<file path="config.mk">
export PLATFORM = sky130hd
export DESIGN_NAME = calc_entry_ctrl
export DESIGN_NICKNAME = d
export VERILOG_FILES = /design/src/rtl/calc_entry_ctrl.sv
export SDC_FILE = /design/constraint.sdc
export NUM_CORES = 1
export LEC_CHECK = 0
export CORE_ASPECT_RATIO = 1.25
export CORE_UTILIZATION = 25
export DETAILED_ROUTE_END_ITERATION = 16
export DONT_BUFFER_PORTS = 1
export GPL_ROUTABILITY_DRIVEN = 0
export SETUP_SLACK_MARGIN = 0.05
export SLEW_MARGIN = 10
export SYNTH_ARGS = -nofsm -noshare
export SYNTH_HDL_FRONTEND = slang
export SYNTH_SLANG_ARGS = --single-unit
export TNS_END_PERCENT = 30
</file>
<file path="constraint.sdc">
create_clock -name clk -period 9.05 [get_ports clk]
set_input_delay 2.715 -clock clk [delete_from_list [all_inputs] [get_ports clk]]
set_output_delay 2.715 -clock clk [all_outputs]
set_load 0.1 [all_outputs]
</file>
<file path="src/rtl/calc_entry_ctrl.sv">
// calc_entry_ctrl: keypad operand entry, operator latch and ALU/multiplier handoff for a 16-bit calculator.
// Define CALC_RESULT_CHAIN_EN to let an operator in DONE reuse the result as the next first operand.
`timescale 1ns/1ps
module calc_entry_ctrl #(
  parameter int unsigned WIDTH       = 16,
  parameter int unsigned MAX_OPERAND = 32767
) (
  input  logic             clk,
  input  logic             RST,
  input  logic [3:0]       keypad_input,
  input  logic             read_input,
  input  logic [2:0]       operator_input,
  input  logic             equal_input,
  output logic             complete,
  output logic [WIDTH-1:0] display_output,
  output logic             start_ALU,
  output logic             addOrSub,
  output logic [WIDTH-1:0] ALU_in1,
  output logic [WIDTH-1:0] ALU_in2,
  input  logic [WIDTH-1:0] ALU_out,
  input  logic             ALU_finish,
  output logic             start_mult,
  output logic [WIDTH-1:0] mult_in1,
  output logic [WIDTH-1:0] mult_in2,
  input  logic [WIDTH-1:0] mult_out,
  input  logic             mult_finish
);
  localparam int unsigned ACC_W  = WIDTH + 4;
  localparam int unsigned CNT_W  = 3;
  localparam logic [2:0]  OP_ADD = 3'b001;
  localparam logic [2:0]  OP_SUB = 3'b010;
  localparam logic [2:0]  OP_MUL = 3'b100;

  typedef enum logic [1:0] {S_OP1, S_OP2, S_CALC, S_DONE} state_e;

  state_e             state_q, state_d;
  logic [WIDTH-1:0]   op1_q, op1_d, op2_q, op2_d, result_q, result_d;
  logic [2:0]         oper_q, oper_d;
  logic [CNT_W-1:0]   cnt_q, cnt_d, cnt_inc;
  logic               read_prev_q, equal_prev_q;
  logic               complete_q, complete_d;
  logic [WIDTH-1:0]   display_q, display_d;
  logic               start_alu_q, start_alu_d, add_sub_q, add_sub_d;
  logic [WIDTH-1:0]   alu_in1_q, alu_in1_d, alu_in2_q, alu_in2_d;
  logic               start_mult_q, start_mult_d;
  logic [WIDTH-1:0]   mult_in1_q, mult_in1_d, mult_in2_q, mult_in2_d;

  logic               read_edge, equal_edge, op_valid, digit_valid, digit_ok;
  logic [WIDTH-1:0]   cur_operand;
  logic [ACC_W-1:0]   acc_next;

  // Strobe edges, operator decode and decimal accumulate with range check
  always_comb begin
    read_edge   = read_input & ~read_prev_q;
    equal_edge  = equal_input & ~equal_prev_q;
    op_valid    = (operator_input == OP_ADD) || (operator_input == OP_SUB) ||
                  (operator_input == OP_MUL);
    cur_operand = (state_q == S_OP2) ? op2_q : op1_q;
    acc_next    = ACC_W'(cur_operand) * ACC_W'(10) + ACC_W'(keypad_input);
    digit_valid = read_edge && (keypad_input <= 4'd9);
    digit_ok    = digit_valid && (acc_next <= ACC_W'(MAX_OPERAND));
    cnt_inc     = (cnt_q == '1) ? cnt_q : cnt_q + CNT_W'(1);
  end

  // Next-state and registered-output logic
  always_comb begin
    state_d      = state_q;
    op1_d        = op1_q;
    op2_d        = op2_q;
    result_d     = result_q;
    oper_d       = oper_q;
    cnt_d        = cnt_q;
    complete_d   = complete_q;
    display_d    = display_q;
    start_alu_d  = start_alu_q;
    add_sub_d    = add_sub_q;
    alu_in1_d    = alu_in1_q;
    alu_in2_d    = alu_in2_q;
    start_mult_d = start_mult_q;
    mult_in1_d   = mult_in1_q;
    mult_in2_d   = mult_in2_q;
    case (state_q)
      S_OP1: begin
        if (op_valid) begin
          oper_d  = operator_input;
          op2_d   = '0;
          cnt_d   = '0;
          state_d = S_OP2;
        end else if (digit_ok) begin
          op1_d     = WIDTH'(acc_next);
          cnt_d     = cnt_inc;
          display_d = WIDTH'(acc_next);
        end
      end
      S_OP2: begin
        if (equal_edge) begin
          state_d = S_CALC;
          if (oper_q == OP_MUL) begin
            start_mult_d = 1'b1;
            mult_in1_d   = op1_q;
            mult_in2_d   = op2_q;
          end else begin
            start_alu_d = 1'b1;
            alu_in1_d   = op1_q;
            alu_in2_d   = op2_q;
            add_sub_d   = (oper_q == OP_SUB);
          end
        end else if (op_valid && (cnt_q == '0)) begin
          oper_d = operator_input;
        end else if (digit_ok) begin
          op2_d     = WIDTH'(acc_next);
          cnt_d     = cnt_inc;
          display_d = WIDTH'(acc_next);
        end
      end
      S_CALC: begin
        if (start_mult_q && mult_finish) begin
          result_d     = mult_out;
          display_d    = mult_out;
          complete_d   = 1'b1;
          start_mult_d = 1'b0;
          state_d      = S_DONE;
        end else if (start_alu_q && ALU_finish) begin
          result_d    = ALU_out;
          display_d   = ALU_out;
          complete_d  = 1'b1;
          start_alu_d = 1'b0;
          state_d     = S_DONE;
        end
      end
      S_DONE: begin
        display_d = result_q;
`ifdef CALC_RESULT_CHAIN_EN
        if (op_valid) begin
          op1_d      = result_q;
          oper_d     = operator_input;
          op2_d      = '0;
          cnt_d      = '0;
          complete_d = 1'b0;
          state_d    = S_OP2;
        end else
`endif
        if (digit_valid) begin
          op1_d      = WIDTH'(keypad_input);
          op2_d      = '0;
          oper_d     = '0;
          cnt_d      = CNT_W'(1);
          complete_d = 1'b0;
          display_d  = WIDTH'(keypad_input);
          state_d    = S_OP1;
        end
      end
      default: state_d = S_OP1;
    endcase
  end

  always_ff @(posedge clk) begin
    if (RST) begin
      state_q      <= S_OP1;
      op1_q        <= '0;
      op2_q        <= '0;
      result_q     <= '0;
      oper_q       <= '0;
      cnt_q        <= '0;
      read_prev_q  <= 1'b0;
      equal_prev_q <= 1'b0;
      complete_q   <= 1'b0;
      display_q    <= '0;
      start_alu_q  <= 1'b0;
      add_sub_q    <= 1'b0;
      alu_in1_q    <= '0;
      alu_in2_q    <= '0;
      start_mult_q <= 1'b0;
      mult_in1_q   <= '0;
      mult_in2_q   <= '0;
    end else begin
      state_q      <= state_d;
      op1_q        <= op1_d;
      op2_q        <= op2_d;
      result_q     <= result_d;
      oper_q       <= oper_d;
      cnt_q        <= cnt_d;
      read_prev_q  <= read_input;
      equal_prev_q <= equal_input;
      complete_q   <= complete_d;
      display_q    <= display_d;
      start_alu_q  <= start_alu_d;
      add_sub_q    <= add_sub_d;
      alu_in1_q    <= alu_in1_d;
      alu_in2_q    <= alu_in2_d;
      start_mult_q <= start_mult_d;
      mult_in1_q   <= mult_in1_d;
      mult_in2_q   <= mult_in2_d;
    end
  end

  assign complete       = complete_q;
  assign display_output = display_q;
  assign start_ALU      = start_alu_q;
  assign addOrSub       = add_sub_q;
  assign ALU_in1        = alu_in1_q;
  assign ALU_in2        = alu_in2_q;
  assign start_mult     = start_mult_q;
  assign mult_in1       = mult_in1_q;
  assign mult_in2       = mult_in2_q;

endmodule

</file>
==> impl_metrics.sql <==
INSERT INTO impl_metrics (metric_group, metric, value, unit) VALUES
('grt', 'gr-usage-all-layers', '14.2', '%'),
('drt', 'drtPass1Iterations', '5', ''),
('placement', 'detailed_place.area', '7770', 'sq um'),
('drt', 'detail_route.wirelength', '21700', 'um'),
('logic_synthesis', 'ys_seq_area_share', '38.1', '%'),
('clock_tree', 'cts.htree.levels', '4', ''),
('grt', 'grt_overflow_total', '0', ''),
('sta', 'period_share', '68.2', '%'),
('clock_tree', 'cts_setup_buffers', '0', ''),
('power', 'p_comb_share', '21.3', '%'),
('power', 'total_switching_power', '0.716', 'mW'),
('finish', 'antenna_cells_inserted', '0', ''),
('critical_path', 'timing.critical_path.required', '9410', 'ps'),
('finish', 'area_growth_syn_to_layout', '12.8', '%'),
('drt', 'post_drt_wl_per_cell', '17.2', 'um'),
('drt', 'met1Wirelength', '9590', 'um'),
('clock_tree', 'clk_transition_reported_paths', '70', 'ps'),
('critical_path', 'crit_path_end_kind', 'flop', ''),
('clock_tree', 'tritoncts', 'built', ''),
('critical_path', 'critical_path.most_common_cell', 'ha_1', ''),
('sta', 'finalWorstPathRequiredPeriod', '6180', 'ps'),
('finish', 'final_core_util', '28.7', '%'),
('grt', 'largest_net_degree_at_the_start_of_global_routing', '130', ''),
('logic_synthesis', 'synth.cell_area', '7460', 'sq um'),
('critical_path', 'start_kind', 'flop', ''),
('clock_tree', 'cts_max_path_buffers', '2', ''),
('sta', 'fin_tns_setup', '0', 'ps'),
('drt', 'first_iter_violations', '459', ''),
('power', 'power.density_cell_area', '234', 'nW/um^2'),
('clock_tree', 'clk-insertion-delay-late', '430', 'ps'),
('drt', 'top_routing_layer_used', 'met4', ''),
('critical_path', 'worstSetupPathType', 'flop to flop', ''),
('critical_path', 'critical_path.max_stage_delay', '730', 'ps'),
('sta', 'finalSetupViolations', '0', ''),
('critical_path', 'critPathSlowestCell', 'nor3_2', ''),
('floorplanning', 'design.die.area', '30500', 'sq um'),
('power', 'power.leakage', '3.13', 'nW'),
('critical_path', 'cell_chain_of_the_critical_path', 'inv_1 > ha_1 > buf_4 > mux2i_1 > inv_1 > ha_1 > ha_1 > fa_1 > a21o_1 > a221oi_2 > a21oi_2 > xor2_1 > nand3_1 > or3_1 > nor4_4 > o211ai_2 > nor3_2 > a22o_1', ''),
('critical_path', 'cpLargestDelayFamily', 'simple AND/OR/NAND/NOR gates', ''),
('logic_synthesis', 'async_flop_share', '0', '%'),
('drt', 'detailroute.wirelength.met2', '10300', 'um'),
('logic_synthesis', 'mean_post_synth_cell_area', '8.50', 'sq um'),
('logic_synthesis', 'synth.most_common_cell', 'nand2_1', ''),
('critical_path', 'cp.buffers_inverters', '3', ''),
('floorplanning', 'top_level_ports', '129', ''),
('power', 'clock_power_share', '38.9', '%'),
('sta', 'timing.final.hold_violations', '0', ''),
('sta', 'grt_setup_unrepaired', 'false', ''),
('clock_tree', 'hold_bufs_inserted_after_cts', '0', ''),
('run_status', 'status', 'finished, final reports clean', ''),
('sta', 'timing.max_slew.rel_slack', '21.9', '%'),
('sta', 'fmax', '0.162', 'GHz'),
('finish', 'fin_nets', '924', ''),
('drt', 'detailroute.wirelength.met3', '1530', 'um'),
('sta', 'slew_violations', '0', ''),
('grt', 'grt_first_pass_wirelength', '33300', 'um'),
('logic_synthesis', 'synth_top_cell_area_share', '38.1', '%'),
('drt', 'via_count', '6235', ''),
('finish', 'layout-drive-gt1-share', '9.77', '%'),
('critical_path', 'critical_path_arrival', '6530', 'ps'),
('floorplanning', 'floorplan.die.height', '195', 'um'),
('drt', 'drc', '0', ''),
('logic_synthesis', 'synth_enable_flop_cells', '0', ''),
('clock_tree', 'cts_root_buffer', 'clkbuf_16', ''),
('drt', 'avgViaCountPerCell', '4.96', ''),
('sta', 'finClkSkew', '15.7', 'ps'),
('logic_synthesis', 'synth.ff_latch_count', '142', ''),
('grt', 'vias_in_the_first_global_route', '5729', ''),
('critical_path', 'timing.critical_path.fanout_max', '29', ''),
('power', 'power.sequential.fraction', '39.8', '%'),
('sta', 'transition_time_at_the_pin_with_the_least_slew_margin', '1170', 'ps');
-- cell usage in the layout (no fill, tap or decap), drive strengths merged, types with 10 or more instances in the layout --
cell type,synthesis,routed
nand2,160,160
dfxtp,142,142
a21oi,94,94
nor2,63,63
mux2,36,36
inv,22,31
ha,30,30
mux2i,29,29
a22o,25,25
nor2b,24,24
o21ai,21,21
xor2,17,17
clkbuf,44,17
xnor2,15,15
nand3,13,13
a21o,11,11
a222oi,10,10
-- per-stage QoR --
step                      setup WS [ps]  std cells
after CTS                          2630       1256
after global placement             2560       1224
after detailed placement           2440       1224
after global routing               2440       1256
after floorplan                    3200        878
final                              2870       1256
-- tightest hold or removal path: cells and delay by family (launching register included) --
family	cells	cell delay, ps
AND/OR/NAND/NOR	1	60
flip-flops	1	340
AO/OA/AOI/OAI	1	50
-- sequential cells by signal, summed over array words and instances, names as in the netlist --
name,count
ALU_in1,16
ALU_in2,16
addOrSub,1
cnt_q,3
complete,1
display_output,16
equal_prev_q,1
mult_in1,16
mult_in2,16
op1_q,16
op2_q,16
oper_q,3
read_prev_q,1
result_q,16
start_ALU,1
start_mult,1
state_q,2
-- layer usage --
layer | global-route usage, % | vias to the layer above
met4 | 3.89 | 0
met3 | 3.93 | 25
li1 | - | 3029
met2 | 23.3 | 203
met5 | 0 | -
met1 | 18.1 | 2978
-- final timing paths --
check | slack [ps] | from | depth (start not counted) | to
worst max-delay path | 2870 | state_q[1] | 18 | op2_q[11]
worst min-delay path | 500 | op1_q[15] | 2 | mult_in1[15]
worst max register to register | 2870 | state_q[1] | 18 | op2_q[11]
worst min register to register | 500 | op1_q[15] | 2 | mult_in1[15]
-- layout make-up --
class                           instances  area, sq um
Fill cell                            3126        20900
Multi-Input combinational cell        660         4330
Sequential cell                       142         2840
Tap cell                              396          495
Clock buffer                           17          425
Clock inverter                         15          216
Inverter                               22         82.6
Timing Repair Buffer                    4         30.0
-- kinds of logic after synthesis --
group | after synthesis | share of synthesized area, %
simple gates | 310 | 18.9
compound gates | 221 | 20.3
flops | 142 | 38.1
buf+inv | 76 | 4.04
mux | 65 | 9.32
xor+xnor | 32 | 3.76
fa+ha+maj | 32 | 5.57
-- power groups by stage --
stage	registers [mW]	logic (mW)	clock network, mW
after floorplan	0.785	0.338	0
after global placement	0.796	0.413	0
after detailed placement	0.797	0.417	0
after CTS	0.783	0.419	0.782
after global routing	0.788	0.463	0.812
final	0.784	0.419	0.767
(Power assumes the default switching activity.)
